### config.mk
export PLATFORM = sky130hd
export DESIGN_NAME = scope_capture_ctrl_flat
export DESIGN_NICKNAME = d
export VERILOG_FILES = /design/src/rtl/scope_capture_ctrl_if.sv /design/src/rtl/scope_capture_ctrl.sv /design/src/flat_wrapper.sv
export SDC_FILE = /design/constraint.sdc
export NUM_CORES = 1
export LEC_CHECK = 0
export ABC_CLOCK_PERIOD_IN_PS = 11300
export CORE_UTILIZATION = 69
export CTS_BUF_LIST = sky130_fd_sc_hd__clkbuf_8
export DETAILED_ROUTE_END_ITERATION = 16
export PLACE_DENSITY = 0.88
export SYNTH_ARGS = -nofsm -noshare
export SYNTH_HDL_FRONTEND = slang
export SYNTH_SLANG_ARGS = --single-unit
### constraint.sdc
create_clock -name clk -period 11.3 [get_ports clk]
set_input_delay 3.39 -clock clk [delete_from_list [all_inputs] [get_ports clk]]
set_output_delay 3.39 -clock clk [all_outputs]
set_load 0.02 [all_outputs]
### src/rtl/scope_capture_ctrl_if.sv
// scope_capture_ctrl_if: bundles the capture sequencer's config, control,
// push-port and status signals. Master is the host/scope side; slave is the sequencer.
`default_nettype none

interface scope_capture_ctrl_if #(
  parameter int DEPTH = 64,
  parameter int W     = 6,
  parameter int DIV_W = 16
);
  localparam int CW = $clog2(DEPTH) + 1;

  logic [W-1:0]     sample_in;
  logic [DIV_W-1:0] cfg_div;
  logic [1:0]       cfg_trig_mode;
  logic [2:0]       cfg_trig_bit;
  logic             arm;
  logic             abort;
  logic             sink_ready;

  logic             push_valid;
  logic [W-1:0]     push_data;
  logic             busy;
  logic             done;
  logic [1:0]       state;
  logic [CW-1:0]    count;

  modport master (
    output sample_in, cfg_div, cfg_trig_mode, cfg_trig_bit, arm, abort, sink_ready,
    input  push_valid, push_data, busy, done, state, count
  );

  modport slave (
    input  sample_in, cfg_div, cfg_trig_mode, cfg_trig_bit, arm, abort, sink_ready,
    output push_valid, push_data, busy, done, state, count
  );
endinterface

`default_nettype wire

### src/rtl/scope_capture_ctrl.sv
// scope_capture_ctrl: prescaled, triggered capture of DEPTH samples into a
// local buffer, then an oldest-first drain into the scope push port.
`default_nettype none

module scope_capture_ctrl #(
  parameter int DEPTH = 64,
  parameter int W     = 6,
  parameter int DIV_W = 16
) (
  input  wire logic          clk,
  input  wire logic          rst_n,
  scope_capture_ctrl_if.slave bus
);
  localparam int AW = $clog2(DEPTH);
  localparam int CW = AW + 1;

  typedef enum logic [1:0] {
    S_IDLE    = 2'b00,
    S_ARMED   = 2'b01,
    S_CAPTURE = 2'b10,
    S_DRAIN   = 2'b11
  } state_t;

  state_t           state_q, state_d;
  logic [DIV_W-1:0] div_q, div_d;
  logic [DIV_W-1:0] presc_q, presc_d;
  logic [1:0]       mode_q, mode_d;
  logic [2:0]       tbit_q, tbit_d;
  logic             prev_q, prev_d;
  logic             seen_q, seen_d;
  logic [AW-1:0]    wr_ptr_q, wr_ptr_d;
  logic [AW-1:0]    rd_ptr_q, rd_ptr_d;
  logic             done_q, done_d;
  logic [W-1:0]     buf_q [DEPTH];

  logic             tick;
  logic             trig_src;
  logic             trig_hit;
  logic             wr_en;
  logic [AW-1:0]    wr_addr;
  logic             push;
  logic [CW-1:0]    count_w;

  assign tick = ((state_q == S_ARMED) || (state_q == S_CAPTURE)) && (presc_q == '0);

  // Out-of-range bit selects fall back to bit 0.
  always_comb begin
    trig_src = bus.sample_in[0];
    for (int i = 0; i < W; i++) begin
      if (int'(tbit_q) == i) trig_src = bus.sample_in[i];
    end
  end

  // Edge modes need one prior tick to establish prev_bit.
  always_comb begin
    case (mode_q)
      2'b00:   trig_hit = 1'b1;
      2'b01:   trig_hit = seen_q && !prev_q && trig_src;
      2'b10:   trig_hit = seen_q && prev_q && !trig_src;
      default: trig_hit = trig_src;
    endcase
  end

  always_comb begin
    state_d  = state_q;
    div_d    = div_q;
    presc_d  = presc_q;
    mode_d   = mode_q;
    tbit_d   = tbit_q;
    prev_d   = prev_q;
    seen_d   = seen_q;
    wr_ptr_d = wr_ptr_q;
    rd_ptr_d = rd_ptr_q;
    done_d   = 1'b0;
    wr_en    = 1'b0;
    wr_addr  = wr_ptr_q;
    push     = 1'b0;

    if ((state_q == S_ARMED) || (state_q == S_CAPTURE)) begin
      presc_d = tick ? div_q : (presc_q - DIV_W'(1));
    end

    case (state_q)
      S_IDLE: begin
        presc_d = '0;
        if (bus.arm) begin
          state_d  = S_ARMED;
          div_d    = bus.cfg_div;
          mode_d   = bus.cfg_trig_mode;
          tbit_d   = bus.cfg_trig_bit;
          presc_d  = bus.cfg_div;
          prev_d   = 1'b0;
          seen_d   = 1'b0;
          wr_ptr_d = '0;
          rd_ptr_d = '0;
        end
      end
      S_ARMED: begin
        if (tick) begin
          prev_d = trig_src;
          seen_d = 1'b1;
          if (trig_hit) begin
            wr_en    = 1'b1;
            wr_addr  = '0;
            wr_ptr_d = AW'(1);
            state_d  = S_CAPTURE;
          end
        end
      end
      S_CAPTURE: begin
        if (tick) begin
          wr_en    = 1'b1;
          wr_ptr_d = wr_ptr_q + AW'(1);
          if (wr_ptr_q == AW'(DEPTH - 1)) begin
            state_d  = S_DRAIN;
            rd_ptr_d = '0;
          end
        end
      end
      default: begin
        push = bus.sink_ready;
        if (push) begin
          rd_ptr_d = rd_ptr_q + AW'(1);
          if (rd_ptr_q == AW'(DEPTH - 1)) begin
            state_d = S_IDLE;
            done_d  = 1'b1;
          end
        end
      end
    endcase

    // abort overrides everything, including a same-cycle arm or final push.
    if (bus.abort) begin
      state_d = S_IDLE;
      presc_d = '0;
      done_d  = 1'b0;
      push    = 1'b0;
      wr_en   = 1'b0;
    end
  end

  always_ff @(posedge clk or negedge rst_n) begin
    if (!rst_n) begin
      state_q  <= S_IDLE;
      div_q    <= '0;
      presc_q  <= '0;
      mode_q   <= '0;
      tbit_q   <= '0;
      prev_q   <= 1'b0;
      seen_q   <= 1'b0;
      wr_ptr_q <= '0;
      rd_ptr_q <= '0;
      done_q   <= 1'b0;
    end else begin
      state_q  <= state_d;
      div_q    <= div_d;
      presc_q  <= presc_d;
      mode_q   <= mode_d;
      tbit_q   <= tbit_d;
      prev_q   <= prev_d;
      seen_q   <= seen_d;
      wr_ptr_q <= wr_ptr_d;
      rd_ptr_q <= rd_ptr_d;
      done_q   <= done_d;
    end
  end

  always_ff @(posedge clk) begin
    if (wr_en) buf_q[wr_addr] <= bus.sample_in;
  end

  always_comb begin
    case (state_q)
      S_CAPTURE: count_w = CW'(wr_ptr_q);
      S_DRAIN:   count_w = CW'(DEPTH) - CW'(rd_ptr_q);
      default:   count_w = '0;
    endcase
  end

  assign bus.push_valid = push;
  assign bus.push_data  = push ? buf_q[rd_ptr_q] : '0;
  assign bus.busy       = (state_q != S_IDLE);
  assign bus.done       = done_q;
  assign bus.state      = state_q;
  assign bus.count      = count_w;

endmodule

`default_nettype wire

### src/flat_wrapper.sv
// flat-port wrapper written by rule: the top's interface ports become plain ports
module scope_capture_ctrl_flat 
#(
  parameter int DEPTH = 64,
  parameter int W     = 6,
  parameter int DIV_W = 16
)
  (clk, rst_n, bus_sample_in, bus_cfg_div, bus_cfg_trig_mode, bus_cfg_trig_bit, bus_arm, bus_abort, bus_sink_ready, bus_push_valid, bus_push_data, bus_busy, bus_done, bus_state, bus_count);
  scope_capture_ctrl_if #(.DEPTH(DEPTH), .W(W), .DIV_W(DIV_W)) bus_i ();
  input  wire logic clk;
  input  wire logic rst_n;
  input wire logic [$bits(bus_i.sample_in)-1:0] bus_sample_in;
  input wire logic [$bits(bus_i.cfg_div)-1:0] bus_cfg_div;
  input wire logic [$bits(bus_i.cfg_trig_mode)-1:0] bus_cfg_trig_mode;
  input wire logic [$bits(bus_i.cfg_trig_bit)-1:0] bus_cfg_trig_bit;
  input wire logic [$bits(bus_i.arm)-1:0] bus_arm;
  input wire logic [$bits(bus_i.abort)-1:0] bus_abort;
  input wire logic [$bits(bus_i.sink_ready)-1:0] bus_sink_ready;
  output wire logic [$bits(bus_i.push_valid)-1:0] bus_push_valid;
  output wire logic [$bits(bus_i.push_data)-1:0] bus_push_data;
  output wire logic [$bits(bus_i.busy)-1:0] bus_busy;
  output wire logic [$bits(bus_i.done)-1:0] bus_done;
  output wire logic [$bits(bus_i.state)-1:0] bus_state;
  output wire logic [$bits(bus_i.count)-1:0] bus_count;
  assign bus_i.sample_in = bus_sample_in;
  assign bus_i.cfg_div = bus_cfg_div;
  assign bus_i.cfg_trig_mode = bus_cfg_trig_mode;
  assign bus_i.cfg_trig_bit = bus_cfg_trig_bit;
  assign bus_i.arm = bus_arm;
  assign bus_i.abort = bus_abort;
  assign bus_i.sink_ready = bus_sink_ready;
  assign bus_push_valid = bus_i.push_valid;
  assign bus_push_data = bus_i.push_data;
  assign bus_busy = bus_i.busy;
  assign bus_done = bus_i.done;
  assign bus_state = bus_i.state;
  assign bus_count = bus_i.count;
  scope_capture_ctrl #(.DEPTH(DEPTH), .W(W), .DIV_W(DIV_W)) u_core (.clk(clk), .rst_n(rst_n), .bus(bus_i));
endmodule
==> impl_results.md <==
- Setup Buffers After CTS: 0
- Post-synthesis mux area share: 15.23%
- Slew HR: approximately 11%
- CTS Buffer Depth: 3
- Clock tree from TritonCTS: built
- Reg2reg start: u_core.presc_q[0]
- Max-Cap Viols: 0
- Initial DRC count: approximately 1500
- Gate Count Post-Synth: approximately 1100
- Finished Layout Cells: between 1500 and 2000
- Async SR Flop Fraction: 12.33%
- Final HPWL DP: 25200 µm
- XOR/XNOR share of the synthesized area: 0.6203%
- Fmax achieved: around 110 MHz
- CP Launch Type: input port
- FF+latch count, synth: approximately 440
- DR vias: around 10000
- Main combinational cell family by area after synthesis: multiplexers
- NumNets Final: around 1200
- Area contributors post-synth: edfxtp_1, mux4_2, dfrtp_1
- Final number of max-transition violations: 0
- Post-route ant nets: 0
- Skew final: ~44 ps
- Initial core utilization: 70.44%
- Setup_tns: 0 ps
- Post-cts resize count: 0
- Antenna diode count: 0
- Worst endpoint required time: ~8000 ps
- Min-delay worst type: flip-flop to flip-flop
- Area grow syn2layout: 11.08%
- Root buf cell: clkbuf_8
- Post-synthesis sequential area ratio: between 70% and 80%
- Drt pass-1 iters: 8
- Status: finished clean
- Seq. cell area: between 10000 and 15000 µm²
- Share of layout cells above drive strength 1: around a fifth
- CTS buffer count: just under 70
- Total track usage: around 33%
- Placed Instances: 1399
- Adder-cell share of the synthesized area: 0.5453%
- Vias in the first global route: ~11000
- Most frequent cell after synthesis: edfxtp_1
- Final-report hold violation count: 0
- GR Overflow Total: 0
- Core ar.: about 26000 µm²
- Post-synthesis simple-gate area fraction: about 7.6%
- CP endpoint kind: output pin
- Reg2reg setup slack: around 7000 ps
- Top cells by count, synth: edfxtp_1, mux4_2, nand2_1
- Peak VDD IR: about 0.18 mV
- Critical path arrival: between 6000 and 7000 ps
- Worst-Skew Late Latency: around 600 ps
- Initial antenna violation count: 0
- Fin util: between 70% and 80%
- CTS sink count: between 400 and 500
- First-pass GRT wire length: 63510 µm
- CTS clk-pin slew, worst paths: 50 ps
- Crit. Startpoint: bus_abort
- Max H-tree Level: 3
- Yosys cell types: 61
- Cts hold-fix bufs: 0
- Compound-Gate Fraction of Synth Area: 4.069%
- I/O pin cnt: 50
- Period utilization: 83.39%
- Multi-input gate area: just over 5000 µm²
- Final setup fails: 0
- Pin count of the biggest net entering global routing: 66
- FP Rows: 59
- Placer Congestion: roughly 0.8
- Hold Crit Start: u_core.div_q[4]
- Worst Max-Slew Pin Slew: 1326 ps
- DRC violations left: 0
- Share of the synthesized area in the top cell type: between 60% and 70%
- Ys flop type: edfxtp_1
- DRT Wirelength: 41760 µm
- Unrepaired setup endpoints after global routing: no
- Die span in x: between 150 and 200 µm
- Syn_nets: around 1100
- Filler cells: roughly 1300
- Power per Cell Area: between 200 and 250 nW/µm²
- Cell taking the most area after synthesis: edfxtp_1
- Post-synth EDFFs: between 300 and 400
- YS warnings: 0
- # port buffers: just under 50
- Die Y: between 150 and 200 µm
- Mapped Area: about 18000 µm²
- Post-DR wirelength/cell: roughly 27 µm
- Final worst path period need: 9423 ps
- Routed vias/inst: between 6 and 7
- Pleak: 6.723 nW
- Max FO, Critical Path: 10
- Kind of critical path: input port to output pin
- Avg Cell Area, Syn: about 17 µm²
- Die ar.: 27260 µm²
==> stage by stage <==
stage	hold slack, ps	power [mW]	setup WS, ps	instance area (µm²)
after floorplan	440.4	2.848	3149	18360
after global placement	456.1	3.102	2074	19120
after detailed placement	463.0	3.131	1991	19120
after CTS	477.2	4.391	1912	20390
after global routing	501.8	4.572	1764	20390
final	473.0	4.386	1877	20390
==> final timing paths <==
check                                      end  cells past startpoint
min in group asynchronous   u_core.presc_q[14]                      2
hold reg to reg                u_core.div_q[4]                      2
setup / recovery              bus_push_data[2]                      6
setup reg to reg           u_core.buf_q[28][3]                      7
max in group asynchronous   u_core.rd_ptr_q[0]                      2
hold / removal                 u_core.div_q[4]                      2
==> where the power goes <==
group,switching [mW],internal [mW]
sequential,0.128,1.83
combinational,0.624,0.543
clock,0.614,0.644
total,1.37,3.02
==> registers in the layout, summed over array words and instances, names as in the netlist <==
name and flops:
u_core.rd_ptr_q 6, u_core.presc_q 16, u_core.prev_q 1, u_core.tbit_q 3
u_core.wr_ptr_q 6, u_core.div_q 16, u_core.seen_q 1, u_core.bus.state 2
u_core.bus.done 1, u_core.mode_q 2, u_core.buf_q 384
==> critical path, cell delays in order <==
cell and delay, ps:
clkdlybuf4s50_1 540, and3b_1 420, nor3b_1 620, a22oi_1 220, nand2_1 190, clkdlybuf4s50_1 630
==> cells in the final DEF (no fill, tap or decap), types with 6 or more instances in the layout <==
cell / count
o31ai_1: 10
nand3_1: 12
nand2b_1: 9
nor3_1: 36
o21ai_0: 22
a21oi_1: 7
nand4_1: 12
buf_4: 21
a22oi_1: 13
inv_1: 37
a22o_1: 19
xor2_1: 6
edfxtp_1: 384
o211ai_1: 7
mux2i_1: 6
nor4_1: 8
ha_1: 8
a32oi_1: 6
clkinv_1: 11
clkbuf_8: 69
mux4_2: 120
buf_2: 7
clkdlybuf4s50_1: 42
xnor2_1: 7
or3_1: 7
dfrtp_1: 51
nand2_1: 96
nor2_1: 73
==> kinds of logic (layout without fill, tap and decap cells) <==
group	after synthesis	count (layout)
DFF	438	438
and+or+nand+nor	291	291
muxes	129	129
AOI/OAI and AO/OA	103	103
buffers and inverters	75	202
xor gates and xnor gates	13	13
adders and majority gates	8	8
==> metal layers <==
metal  global-route usage [%]  routed length [µm]  vias up
li1                         -                   -     4388
met5                        0                   0        -
met3                    7.293                4033      100
met1                    43.05               14950     5244
met2                    54.28               21490      723
met4                    12.39                1287        0
==> final cells by class <==
class	instances	share of cell area, %
Sequential cell	438	63.21
Multi-Input combinational cell	544	25.30
Clock buffer	69	4.657
Timing Repair Buffer	70	3.007
Tap cell	335	2.056
Clock inverter	51	1.552
Inverter	12	0.2209
(Power assumes the default switching activity.)
